## src/rtl/trap_ctrl_if.sv

```systemverilog
// trap_ctrl_if: signal bundle between the pipeline (master) and the trap controller (slave).
// Ports: inst_i/inst_addr_i/inst_valid_i mem-stage instruction, irq_i/irq_mask_i interrupt
// requests and enables, mstatus_i/mtvec_i/mepc_i CSR values; csr_we_o/csr_waddr_o/csr_wdata_o
// CSR write port, stallreq_o pipeline freeze, flush_o/new_pc_o redirect, irq_ack_o acknowledge.
interface trap_ctrl_if #(
    parameter int NUM_IRQ    = 4,
    parameter int ADDR_WIDTH = 32,
    parameter int DATA_WIDTH = 32
);
    logic [DATA_WIDTH-1:0] inst_i;
    logic [ADDR_WIDTH-1:0] inst_addr_i;
    logic                  inst_valid_i;
    logic [NUM_IRQ-1:0]    irq_i;
    logic [NUM_IRQ-1:0]    irq_mask_i;
    logic [DATA_WIDTH-1:0] mstatus_i;
    logic [DATA_WIDTH-1:0] mtvec_i;
    logic [DATA_WIDTH-1:0] mepc_i;
    logic                  csr_we_o;
    logic [11:0]           csr_waddr_o;
    logic [DATA_WIDTH-1:0] csr_wdata_o;
    logic                  stallreq_o;
    logic                  flush_o;
    logic [ADDR_WIDTH-1:0] new_pc_o;
    logic [NUM_IRQ-1:0]    irq_ack_o;
    modport slave (
        input  inst_i, inst_addr_i, inst_valid_i, irq_i, irq_mask_i, mstatus_i, mtvec_i, mepc_i,
        output csr_we_o, csr_waddr_o, csr_wdata_o, stallreq_o, flush_o, new_pc_o, irq_ack_o
    );
    modport master (
        output inst_i, inst_addr_i, inst_valid_i, irq_i, irq_mask_i, mstatus_i, mtvec_i, mepc_i,
        input  csr_we_o, csr_waddr_o, csr_wdata_o, stallreq_o, flush_o, new_pc_o, irq_ack_o
    );
endinterface

```

## src/rtl/trap_ctrl.sv

```systemverilog
// trap_ctrl: ecall/mret/interrupt sequencer writing mepc, mcause, mstatus then flushing to the handler.
// Ports: clk_i clock, rst_i async active-low reset, bus (trap_ctrl_if.slave) carrying all
// mem-stage, interrupt, CSR and redirect signals.
// Option: define TRAP_CTRL_VECTORED_EN for vectored interrupt targets when mtvec_i[1:0]==01.
module trap_ctrl #(
    parameter int NUM_IRQ    = 4,
    parameter int ADDR_WIDTH = 32,
    parameter int DATA_WIDTH = 32
) (
    input  logic       clk_i,
    input  logic       rst_i,
    trap_ctrl_if.slave bus
);
    localparam int IW = (NUM_IRQ > 1) ? $clog2(NUM_IRQ) : 1;
    typedef enum logic [2:0] {IDLE, WR_MEPC, WR_MCAUSE, WR_MSTATUS, FLUSH} state_t;
    typedef enum logic [1:0] {K_ECALL, K_MRET, K_IRQ} kind_t;
    state_t                state_q, state_d;
    kind_t                 kind_q, kind_d;
    logic [IW-1:0]         ch_q, ch_d, pend_ch;
    logic [ADDR_WIDTH-1:0] epc_q, epc_d, base, target;
    logic [NUM_IRQ-1:0]    sync1_q, sync2_q, pend;
    logic [DATA_WIDTH-1:0] mstatus_new, mcause;
    logic                  is_ecall, is_mret;
    logic                  unused_bits;
    assign pend        = sync2_q & bus.irq_mask_i & {NUM_IRQ{bus.mstatus_i[3]}};
    assign is_ecall    = bus.inst_i == DATA_WIDTH'(32'h0000_0073);
    assign is_mret     = bus.inst_i == DATA_WIDTH'(32'h3020_0073);
    assign base        = {bus.mtvec_i[ADDR_WIDTH-1:2], 2'b00};
    assign unused_bits = ^bus.mtvec_i[1:0];
    assign mcause      = (kind_q == K_IRQ) ? {1'b1, (DATA_WIDTH-1)'(32'(ch_q) + 32'd16)} : DATA_WIDTH'(11);
`ifdef TRAP_CTRL_VECTORED_EN
    assign target = (kind_q == K_MRET) ? bus.mepc_i[ADDR_WIDTH-1:0] :
                    (kind_q == K_IRQ && bus.mtvec_i[1:0] == 2'b01) ?
                    base + ADDR_WIDTH'((32'(ch_q) + 32'd16) << 2) : base;
`else
    assign target = (kind_q == K_MRET) ? bus.mepc_i[ADDR_WIDTH-1:0] : base;
`endif
    // lowest pending index wins: scan downward so the last hit is the smallest
    always_comb begin
        pend_ch = '0;
        for (int i = NUM_IRQ - 1; i >= 0; i--)
            if (pend[i]) pend_ch = IW'(i);
    end
    // trap entry stacks MIE into MPIE and clears MIE; mret restores MIE and sets MPIE
    always_comb begin
        mstatus_new    = bus.mstatus_i;
        mstatus_new[7] = (kind_q == K_MRET) ? 1'b1 : bus.mstatus_i[3];
        mstatus_new[3] = (kind_q == K_MRET) ? bus.mstatus_i[7] : 1'b0;
    end
    always_comb begin
        state_d         = state_q;
        kind_d          = kind_q;
        ch_d            = ch_q;
        epc_d           = epc_q;
        bus.csr_we_o    = 1'b0;
        bus.csr_waddr_o = '0;
        bus.csr_wdata_o = '0;
        bus.flush_o     = 1'b0;
        bus.new_pc_o    = '0;
        bus.irq_ack_o   = '0;
        case (state_q)
            IDLE: if (bus.inst_valid_i && (is_ecall || is_mret || |pend)) begin
                kind_d  = is_ecall ? K_ECALL : is_mret ? K_MRET : K_IRQ;
                state_d = (is_mret && !is_ecall) ? WR_MSTATUS : WR_MEPC;
                ch_d    = pend_ch;
                epc_d   = bus.inst_addr_i;
            end
            WR_MEPC: begin
                bus.csr_we_o    = 1'b1;
                bus.csr_waddr_o = 12'h341;
                bus.csr_wdata_o = DATA_WIDTH'(epc_q);
                state_d         = WR_MCAUSE;
            end
            WR_MCAUSE: begin
                bus.csr_we_o    = 1'b1;
                bus.csr_waddr_o = 12'h342;
                bus.csr_wdata_o = mcause;
                state_d         = WR_MSTATUS;
            end
            WR_MSTATUS: begin
                bus.csr_we_o    = 1'b1;
                bus.csr_waddr_o = 12'h300;
                bus.csr_wdata_o = mstatus_new;
                state_d         = FLUSH;
            end
            FLUSH: begin
                bus.flush_o   = 1'b1;
                bus.new_pc_o  = target;
                bus.irq_ack_o = (kind_q == K_IRQ) ? NUM_IRQ'(1) << ch_q : '0;
                state_d       = IDLE;
            end
            default: state_d = IDLE;
        endcase
    end
    // gated by rst_i so the take-cycle stall cannot leak out while reset is held
    assign bus.stallreq_o = rst_i && ((state_q == IDLE) ? (state_d != IDLE) : (state_q != FLUSH));
    always_ff @(posedge clk_i or negedge rst_i) begin
        if (!rst_i) begin
            state_q <= IDLE;
            kind_q  <= K_ECALL;
            ch_q    <= '0;
            epc_q   <= '0;
            sync1_q <= '0;
            sync2_q <= '0;
        end else begin
            state_q <= state_d;
            kind_q  <= kind_d;
            ch_q    <= ch_d;
            epc_q   <= epc_d;
            sync1_q <= bus.irq_i;
            sync2_q <= sync1_q;
        end
    end
endmodule
```

## src/flat_wrapper.sv

```systemverilog
// flat-port wrapper written by rule: the top's interface ports become plain ports
module trap_ctrl_flat 
#(
    parameter int NUM_IRQ    = 4,
    parameter int ADDR_WIDTH = 32,
    parameter int DATA_WIDTH = 32
)
  (clk_i, rst_i, bus_inst_i, bus_inst_addr_i, bus_inst_valid_i, bus_irq_i, bus_irq_mask_i, bus_mstatus_i, bus_mtvec_i, bus_mepc_i, bus_csr_we_o, bus_csr_waddr_o, bus_csr_wdata_o, bus_stallreq_o, bus_flush_o, bus_new_pc_o, bus_irq_ack_o);
  trap_ctrl_if #(.NUM_IRQ(NUM_IRQ), .ADDR_WIDTH(ADDR_WIDTH), .DATA_WIDTH(DATA_WIDTH)) bus_i ();
  input  logic clk_i;
  input  logic rst_i;
  input wire logic [$bits(bus_i.inst_i)-1:0] bus_inst_i;
  input wire logic [$bits(bus_i.inst_addr_i)-1:0] bus_inst_addr_i;
  input wire logic [$bits(bus_i.inst_valid_i)-1:0] bus_inst_valid_i;
  input wire logic [$bits(bus_i.irq_i)-1:0] bus_irq_i;
  input wire logic [$bits(bus_i.irq_mask_i)-1:0] bus_irq_mask_i;
  input wire logic [$bits(bus_i.mstatus_i)-1:0] bus_mstatus_i;
  input wire logic [$bits(bus_i.mtvec_i)-1:0] bus_mtvec_i;
  input wire logic [$bits(bus_i.mepc_i)-1:0] bus_mepc_i;
  output wire logic [$bits(bus_i.csr_we_o)-1:0] bus_csr_we_o;
  output wire logic [$bits(bus_i.csr_waddr_o)-1:0] bus_csr_waddr_o;
  output wire logic [$bits(bus_i.csr_wdata_o)-1:0] bus_csr_wdata_o;
  output wire logic [$bits(bus_i.stallreq_o)-1:0] bus_stallreq_o;
  output wire logic [$bits(bus_i.flush_o)-1:0] bus_flush_o;
  output wire logic [$bits(bus_i.new_pc_o)-1:0] bus_new_pc_o;
  output wire logic [$bits(bus_i.irq_ack_o)-1:0] bus_irq_ack_o;
  assign bus_i.inst_i = bus_inst_i;
  assign bus_i.inst_addr_i = bus_inst_addr_i;
  assign bus_i.inst_valid_i = bus_inst_valid_i;
  assign bus_i.irq_i = bus_irq_i;
  assign bus_i.irq_mask_i = bus_irq_mask_i;
  assign bus_i.mstatus_i = bus_mstatus_i;
  assign bus_i.mtvec_i = bus_mtvec_i;
  assign bus_i.mepc_i = bus_mepc_i;
  assign bus_csr_we_o = bus_i.csr_we_o;
  assign bus_csr_waddr_o = bus_i.csr_waddr_o;
  assign bus_csr_wdata_o = bus_i.csr_wdata_o;
  assign bus_stallreq_o = bus_i.stallreq_o;
  assign bus_flush_o = bus_i.flush_o;
  assign bus_new_pc_o = bus_i.new_pc_o;
  assign bus_irq_ack_o = bus_i.irq_ack_o;
  trap_ctrl #(.NUM_IRQ(NUM_IRQ), .ADDR_WIDTH(ADDR_WIDTH), .DATA_WIDTH(DATA_WIDTH)) u_core (.clk_i(clk_i), .rst_i(rst_i), .bus(bus_i));
endmodule
```

## config.mk

```make
export PLATFORM = sky130hd
export DESIGN_NAME = trap_ctrl_flat
export DESIGN_NICKNAME = d
export VERILOG_FILES = /design/src/rtl/trap_ctrl_if.sv /design/src/rtl/trap_ctrl.sv /design/src/flat_wrapper.sv
export SDC_FILE = /design/constraint.sdc
export NUM_CORES = 1
export LEC_CHECK = 0
export CAP_MARGIN = 20
export CORE_MARGIN = 4
export CORE_UTILIZATION = 37
export CTS_BUF_LIST = sky130_fd_sc_hd__clkbuf_4
export DETAILED_ROUTE_END_ITERATION = 7
export GPL_TIMING_DRIVEN = 0
export PLACE_DENSITY = 0.84
export SLEW_MARGIN = 25
export SYNTH_ARGS = -nofsm -noshare
export SYNTH_HDL_FRONTEND = slang
export SYNTH_SLANG_ARGS = --single-unit
export TNS_END_PERCENT = 20
```

## constraint.sdc

```tcl
create_clock -name clk_i -period 2.4 [get_ports clk_i]
set_input_delay 0.48 -clock clk_i [delete_from_list [all_inputs] [get_ports clk_i]]
set_output_delay 0.48 -clock clk_i [all_outputs]
set_load 0.005 [all_outputs]
```

### Yosys cells after proc, flatten, opt, wreduce, memory -nomap -nowiden

Cells that the tools add are included.

* $add $sub $neg: 1
* multiply operators: 0
* divide/modulo/power cells: 0
* order comparisons: 0
* equality and inequality tests: 9
* shifts and indexed selects: 1
* mux-type cells: 21
* bitwise logic cells: 2
* reduce and logical (&&, ||, !) cells: 11

Operators by type and width (count)
* $mux W32: 3
* $pmux W32 S3: 1
* $eq A32 B30 Y1 const B: 1
* $eq A32 B7 Y1 const B: 1
* $pmux W10 S3: 1
* $mux W2: 7
* $pmux W3 S4: 1
* $and A4 B4 Y4: 2
* $mux W4: 2
* $add A2 B5 Y6 const B: 1
* $eq A3 B2 Y1 const B: 2
* $mux W1: 5
* $reduce_or A4 Y1: 1
* $shl A1 B2 Y4 const A: 1
* $eq A3 B1 Y1 const B: 1
* $eq A3 B3 Y1 const B: 1
* $logic_and A1 B1 Y1: 3
* $logic_not A3 Y1: 1
* $mux W3: 1
* $ne A3 B3 Y1 const B: 1
* $reduce_bool A3 Y1: 1
* $reduce_or A3 Y1: 1
* $eq A2 B1 Y1 const B: 1
* $eq A2 B2 Y1 const B: 1
* other kinds (3): 4

* register bits: 47
* latch bits: 0
* memory bits (writable): 0
* ROM bits: 0
* output and inout bits: 83
* logic and storage cells: 51
* memories kept: 0

### Logic depth before layout (Yosys ltp)

Gate-level depths: netlist of run 1.

* depth after elaboration: 10
* mapped depth: 7
* mapped depth without buffers: 4

### Least setup slack after synthesis of run 1

Ideal clock, no wire load.

* kind: in2out
* start: input port bus_inst_i[21]
* end: output port bus_stallreq_o
* data arrival time: 1.543 ns
* data required time: 1.920 ns
* slack: 0.377 ns
* stages on the path: 6
* cells stage by stage: or3_1 > clkbuf_1 > a21oi_1 > and3_1 > buf_4 > o21a_1

* word-level cells in the longest chain between the ends: 9
* elaborated cells on any way between the ends: 13
* classes of those cells: eq/ne: 2; mux: 4; reduce/logical: 7

Ends and longest elaborated chain
* start: declaration: RTL line flat_wrapper.sv:12 `input wire logic [$bits(bus_i.inst_i)-1:0] bus_inst_i;`
* $eq A32 B7 Y1 or $eq A32 B30 Y1 (tied branches): RTL line trap_ctrl.sv:26, trap_ctrl.sv:27
* $logic_not A1 Y1 or $logic_or A1 B1 Y1 (tied branches): RTL line trap_ctrl.sv:64, trap_ctrl.sv:62
* $logic_and A1 B1 Y1 or $logic_or A1 B1 Y1 (tied branches): RTL line trap_ctrl.sv:64, trap_ctrl.sv:62
* $mux W2 or $logic_and A1 B1 Y1 (tied branches): RTL line trap_ctrl.sv:64, trap_ctrl.sv:62
* $mux W3 (*): RTL line trap_ctrl.sv:62 `IDLE: if (bus.inst_valid_i && (is_ecall || is_mret || |pend)) begin`
* $pmux W3 S4 (*): RTL line trap_ctrl.sv:61 `case (state_q)`
* $reduce_bool A3 Y1 (*): RTL line trap_ctrl.sv:96 `assign bus.stallreq_o = rst_i && ((state_q == IDLE) ? (state_d != IDLE) : (state_q != FLUSH));`
* $mux W1 (*): RTL line trap_ctrl.sv:96
* $logic_and A1 B1 Y1 (*): RTL line trap_ctrl.sv:96
* end: declaration: RTL line flat_wrapper.sv:23 `output wire logic [$bits(bus_i.stallreq_o)-1:0] bus_stallreq_o;`

Every way passes the cells marked *; elsewhere a longest branch is shown, timed or not.

### Worst setup path after layout of run 1

* start: register u_core.state_q[0]
* end: output port bus_stallreq_o

* word-level cells in the longest chain between the ends: 5
* elaborated cells on any way between the ends: 10
* classes of those cells: eq/ne: 4; mux: 3; reduce/logical: 3

Ends and longest elaborated chain
* start: declaration: RTL line trap_ctrl.sv:17 `state_t state_q, state_d;`
* start signal: assignment: RTL line trap_ctrl.sv:106 `state_q <= state_d;`
* $eq A3 B2 Y1, or another cell as far along: RTL line trap_ctrl.sv:61
* $pmux W3 S4: RTL line trap_ctrl.sv:61
* $reduce_bool A3 Y1: RTL line trap_ctrl.sv:96
* $mux W1 (*): RTL line trap_ctrl.sv:96
* $logic_and A1 B1 Y1 (*): RTL line trap_ctrl.sv:96

Marks and branches as above.

==> metrics.md, run 1 <==
| Metric | Value |
|---|---|
| Critical path class | reg -> out |
| Post-Synthesis Cells | approximately 470 |
| Synth Warn # | 0 |
| Synth cell count leaders | nand2_1 (109), dfrtp_1 (47), inv_1 (35) |
| Initial antenna violation count | 1 |
| DR WL/cell | between 15 and 20 um |
| WP data required | ~1.9 ns |
| Worst hold path type | in -> async |
| Synth Area in Compound Gates | between 30% and 40% |
| Rel. slew slack | 66.7% |
| CP Data Arrival Time | ~2.1 ns |
| Iteration-0 DRC Markers | 330 |
| Die height | around 110 um |
| Final hold viol count | 0 |
| Core area | 0.00942 mm^2 |
| Area leader, netlist | dfrtp_1 |
| Cell area after synthesis | approximately 0.0036 mm^2 |
| Nets | between 900 and 1000 |
| Leak | 3.11 nW |
| RD Place Congestion | 0.907 |
| Post-place setup slack | -0.861 ns |
| Starting Density | between 30% and 40% |
| FP Rows | 35 |
| Yosys cell types | 39 |
| Peak supply drop | roughly 430 uV |
| Max Cap Viol | 0 |
| Fillers | between 700 and 800 |
| Tcrit/Tclk final | 107% |
| Top post-synthesis cells by area | dfrtp_1 (32%), nand2_1 (11%), a32oi_1 (8.2%) |
| Vias | ~4700 |
| Num CTS Buffers | 5 |
| Ys flop type | dfrtp_1 |
| Area growth from synthesis to layout | 80.9% |
| Layout cells sized above 1 | between 20% and 30% |
| Final core occ | a little over two thirds |
| Post-DP Area | about 0.0063 mm^2 |
| Setup crit end kind | output port |
| CTS Hold Bufs | 0 |
| Status | finished with violations |
| PortBufs | around 240 |
| Mux contribution to synthesized area | 0% |
| RSZ-0062 raised after global routing | yes |
| Later-pin clock latency in the skew report | approximately 0.37 ns |
| Drt total wl | about 16 mm |
| Post-Synth Simple-Gate Area | 18.8% |
| Final worst hold slack | 0.0537 ns |
| Final setup margin | -0.175 ns |
| Register bit total from synthesis | between 40 and 50 |
| Clock root buffer | clkbuf_4 |
| Ys async rst share | 100% |
| Via density per instance | 5.40 |
| Residual DRC count | 0 |
| # IOs | between 200 and 300 |
| EDFF count, synth | 0 |
| Synth top area share | 32.3% |
| Syn avg cell area | ~8 um^2 |
| Worst-Margin Slew | roughly 0.5 ns |
| Clock buffer depth | 2 |
| Area share of fa/ha/maj cells after synthesis | 0% |
| Post-DRT Antenna Nets | 0 |
| Largest family of logic cells by synthesized area | compound AO/OA/AOI/OAI gates |
| Worst-path clk slew | around 0.14 ns |
| Fin area | between 0.006 and 0.007 mm^2 |
| Pwr per Cell Area | 667 mW/mm^2 |
| Die area | between 0.01 and 0.015 mm^2 |
| Failing checks | negative setup slack |
| Top-count cell post-synth | nand2_1 |
| Pins Over Slew Limit | 0 |
| GRT Util Overall | around a quarter |
| Fmax | about 0.39 GHz |
| Clock sink count | 47 |
| H-tree level count | 2 |
| GRT overflow | 0 |
| XOR/XNOR Fraction of Synth Area | 0% |
| TritonRoute pass-1 iters | 5 |
| CTS tree | yes |
| # diodes | 0 |
| Startpoint Class | flip-flop |
| Global-route wire length before repair | 23.8 mm |
| CP max FO | 3 |
| DPL Wire Length | roughly 12 mm |
| # setup viols final | 11 |
| Die W | 107 um |
| Setup total negative slack | -0.303 ns |
| Largest net degree at the start of global routing | 30 |
| Sequential area share after synthesis | 32.3% |
| Clock skew | around 0.024 ns |
| Vias in the first global route | about 4600 |
| Tmin final | about 2.6 ns |
where the power goes:
group	internal (mW)	leakage, nW	switching, mW
clock network	0.125	0.0333	0.257
registers	1.11	0.575	0.244
logic	1.49	2.50	1.17
total	2.73	3.11	1.67
state kept, by name (all words and copies together) (netlist names):
signal,cells
u_core.sync1_q,4
u_core.epc_q,32
u_core.sync2_q,4
u_core.ch_q,2
u_core.state_q,3
u_core.kind_q,2
path summary, 6_finish.rpt:
kind | start | endpoint | slack (ns) | cells past startpoint
setup / recovery | u_core.state_q[0] | bus_stallreq_o | -0.17 | 6
max in group asynchronous | rst_i | u_core.state_q[0] | 1.80 | 2
hold / removal | rst_i | u_core.epc_q[17] | 0.05 | 1
hold reg to reg | u_core.sync1_q[0] | u_core.sync2_q[0] | 0.36 | 0
min in group clk_i | u_core.sync1_q[0] | u_core.sync2_q[0] | 0.36 | 0
setup reg to reg | u_core.state_q[0] | u_core.epc_q[4] | 0.29 | 7
layout by cell type, fill, tap and decap left out, drive strengths merged, types with 4 or more instances in the layout:
cell type      count
a22oi              4
o21ai             38
nor4               5
clkdlybuf4s50    169
dfrtp             47
buf               82
dlymetal6s2s      10
a32oi             34
a21oi             32
and3               5
nor2              11
nand3              4
clkbuf            56
conb               7
a22o              26
nand2            109
dlygate4sd2        8
a211oi            34
inv               35
layout make-up:
cell class                 instances  area (um^2)  share of cell area (%)
sequential                        47         1180                    17.9
multi-input combinational        334         2180                    33.0
buffer                            53          447                    6.78
timing repair buffer             269         2430                    36.9
inverter                          35          131                    2.00
tap                              129          161                    2.45
clock inverter                     2         12.5                   0.190
clock buffer                       6         45.0                   0.684
through the flow:
| step | power (mW) | instances |
|---|---|---|
| 6_report | 4.39 | 875 |
| 5_1_grt | 4.69 | 875 |
| 4_1_cts | 4.23 | 860 |
| 3_5_place_dp | 3.75 | 848 |
| 3_3_place_gp | 3.68 | 847 |
| 2_1_floorplan | 2.42 | 474 |
critical path: stages, from the launching register on:
cell	delay, ns
dfrtp_2	0.46
or4b_4	0.59
a211o_1	0.30
buf_6	0.13
nand2_2	0.05
o21a_1	0.11
buf_2	0.11
logic make-up after synthesis:
logic type | after synthesis
buffers and inverters | 93
AOI/OAI and AO/OA | 174
and+or+nand+nor | 153
DFF | 47
other | 1
repair_timing:
| item | 4_1_cts | 5_1_grt |
|---|---|---|
| resized for setup | 200 | 108 |
| setup endpoints to repair | 75 | 62 |
| pin swaps | 6 | 8 |
| cloned | 1 | 1 |
| buffers inserted | 8 | 14 |
routing by layer:
metal	vias to the layer above	routed length [um]	GRT usage (%)
met4	2	609	11.1
met1	2220	5960	28.1
met3	54	1290	6.20
li1	2220	-	-
met5	-	13	0
met2	227	8370	47.2
No activity file was read; power rests on OpenSTA's default activity.
==> inputs of run 2 (changes only) <==
- CORE_ASPECT_RATIO: unset -> 1.2
==> run 2 against run 1 <==
  * The flow still finishes with violations (negative setup slack)
  * Global-route usage rose by 1.7 points
  * Cell area shrank 2.5%
  * First-iteration DRC count shrank 23%
  * Worst setup slack better by 0.021 ns
  * Clock power increased by 33%
  * Total power is 0.20% higher
  * Via count shrank 1.8%
  * Die area hardly changed
  * Routed wire length increased by 2.0%
  * Register-to-register slack got worse by 0.07 ns
  * Combinational power fell by 5%
  * Sequential cell count unchanged
==> metrics.md, run 2 (synthesis results as in run 1) <==
| Metric | Value |
|---|---|
| Tmin final | about 2.6 ns |
| Most common cell after layout, fill and taps aside | clkdlybuf4s50_1 |
| Rel. slew slack | about three fifths |
| Vias in the first global route | between 4000 and 5000 |
| Clock buffer depth | 2 |
| Worst-path clk slew | ~0.16 ns |
| Final setup margin | -0.154 ns |
| Num CTS Buffers | 5 |
| # diodes | 0 |
| Critical path, cell by cell | nor3b_4 -> buf_12 -> clkbuf_8 -> nand2_1 -> nand3_1 -> clkdlybuf4s50_1 |
| Tcrit/Tclk final | 106% |
| Final worst hold slack | between 0.08 and 0.09 ns |
| Residual DRC count | 0 |
| DR WL/cell | 19.4 um |
| FP Rows | 39 |
| Die area | about 0.011 mm^2 |
| Startpoint Class | flip-flop |
| Vias | 4639 |
| Max reg flops | 32 |
| Via density per instance | around 5.4 |
| Die W | 98.6 um |
| # setup viols final | 2 |
| Nets | 900 |
| GRT Util Overall | ~27% |
| PortBufs | roughly 240 |
| CP top delay family | buffers and inverters |
| CTS tree | yes |
| Final hold viol count | 0 |
| Post-DRT Antenna Nets | 0 |
| Register with the most flip-flops | u_core.epc_q |
| Most frequent cells in the layout | clkdlybuf4s50_1 (171), nand2_1 (108), dfrtp_1 (44) |
| Critical path class | reg -> out |
| Worst path bufs/invs | 3 |
| RSZ-0062 raised after global routing | yes |
| Largest registers ranked by flip-flop count | u_core.epc_q: 32 flops, u_core.sync1_q: 4 flops, u_core.sync2_q: 4 flops |
| Leak | ~3.0 nW |
| TritonRoute pass-1 iters | 4 |
| RD Place Congestion | about 0.9 |
| Pins Over Slew Limit | 0 |
| Setup crit end kind | output port |
| GRT overflow | 0 |
| Worst hold path type | in -> async |
| Later-pin clock latency in the skew report | around 0.38 ns |
| Die height | between 100 and 150 um |
| Fin area | approximately 0.0064 mm^2 |
| Tot Pwr | 4.40 mW |
| Crit path launch | u_core.state_q[2] |
| CP Data Arrival Time | 2.07 ns |
| Max Cap Viol | 0 |
| Setup total negative slack | -0.296 ns |
| Fmax | slightly below 0.4 GHz |
| Area growth from synthesis to layout | 76.4% |
| DPL Wire Length | between 10 and 15 mm |
| Slowest cell delay on critical path | 0.52 ns |
| Clock skew | approximately 0.027 ns |
| Pwr per Cell Area | around 690 mW/mm^2 |
| Slowest-stage cell, CP | clkdlybuf4s50_1 |
| Failing checks | negative setup slack |
| Starting Density | 38.1% |
| Drt total wl | ~17 mm |
| Initial antenna violation count | 1 |
| WP data required | 1.92 ns |
| Status | finished with violations |
| Core area | about 0.0096 mm^2 |
| Peak supply drop | roughly 400 uV |
| Layout cells sized above 1 | approximately 25% |
| Worst-Margin Slew | 0.623 ns |
| Clock sink count | 47 |
| H-tree level count | 2 |
| CP max FO | 8 |
| # IOs | 254 |
| CTS Hold Bufs | 0 |
| Worst r2r src | u_core.state_q[0] |
| Post-DP Area | around 0.0063 mm^2 |
| Global-route wire length before repair | about 25 mm |
| Iteration-0 DRC Markers | roughly 260 |
| Clock root buffer | clkbuf_4 |
| Largest net degree at the start of global routing | 49 |
| Post-place setup slack | -0.912 ns |
## run 2: cell types whose count changed in the layout (fill, tap and decap cells not counted), moves of 4 or more
cell            delta
a21oi_1           +10
a21oi_2           -12
buf_2              +6
buf_4              -4
buf_6              -4
clkbuf_2           -8
dlymetal6s2s_1     -6
## run 2: worst paths after layout
check                                     end  slack, ns  cells after the start
setup / recovery           bus_csr_wdata_o[1]      -0.15                      6
min in group clk_i          u_core.sync2_q[3]       0.37                      0
setup reg to reg              u_core.epc_q[3]       0.22                      7
hold reg to reg             u_core.sync2_q[3]       0.37                      0
hold / removal               u_core.epc_q[27]       0.08                      1
max in group asynchronous   u_core.state_q[2]       1.82                      1
## run 2: routing by layer
layer,GRT usage (%),routed length [um],up-vias
met5,0,11,-
met4,8.74,384,2
met3,11.5,2020,35
met2,48.3,8210,226
met1,30.3,5940,2184
li1,-,-,2192
## run 2: area by class of cell
class	count	area [um^2]
buffer	50	404
tap	123	154
inverter	35	131
timing repair buffer	256	2290
multi-input combinational	334	2170
fill	807	3140
clock inverter	3	46.3
sequential	47	1180
clock buffer	5	37.5
## run 2: timing repair
action / in CTS / in global routing
pin swaps: 4 / 6
endpoints found under the setup margin: 75 / 48
gates cloned: 1 / 0
buffers inserted: 9 / 2
resized for setup: 222 / 90
## run 2: power breakdown
group | switching [mW] | internal (mW) | total, mW
Combinational | 1.14 | 1.38 | 2.52
Sequential | 0.259 | 1.11 | 1.37
Clock | 0.286 | 0.223 | 0.509
## run 2: through the flow
step / cells / util [%]
final: 853 / 67.1
after global placement: 841 / 65.5
after detailed placement: 841 / 65.4
after floorplan: 474 / -
after global routing: 853 / 67.1
after CTS: 854 / 67.3
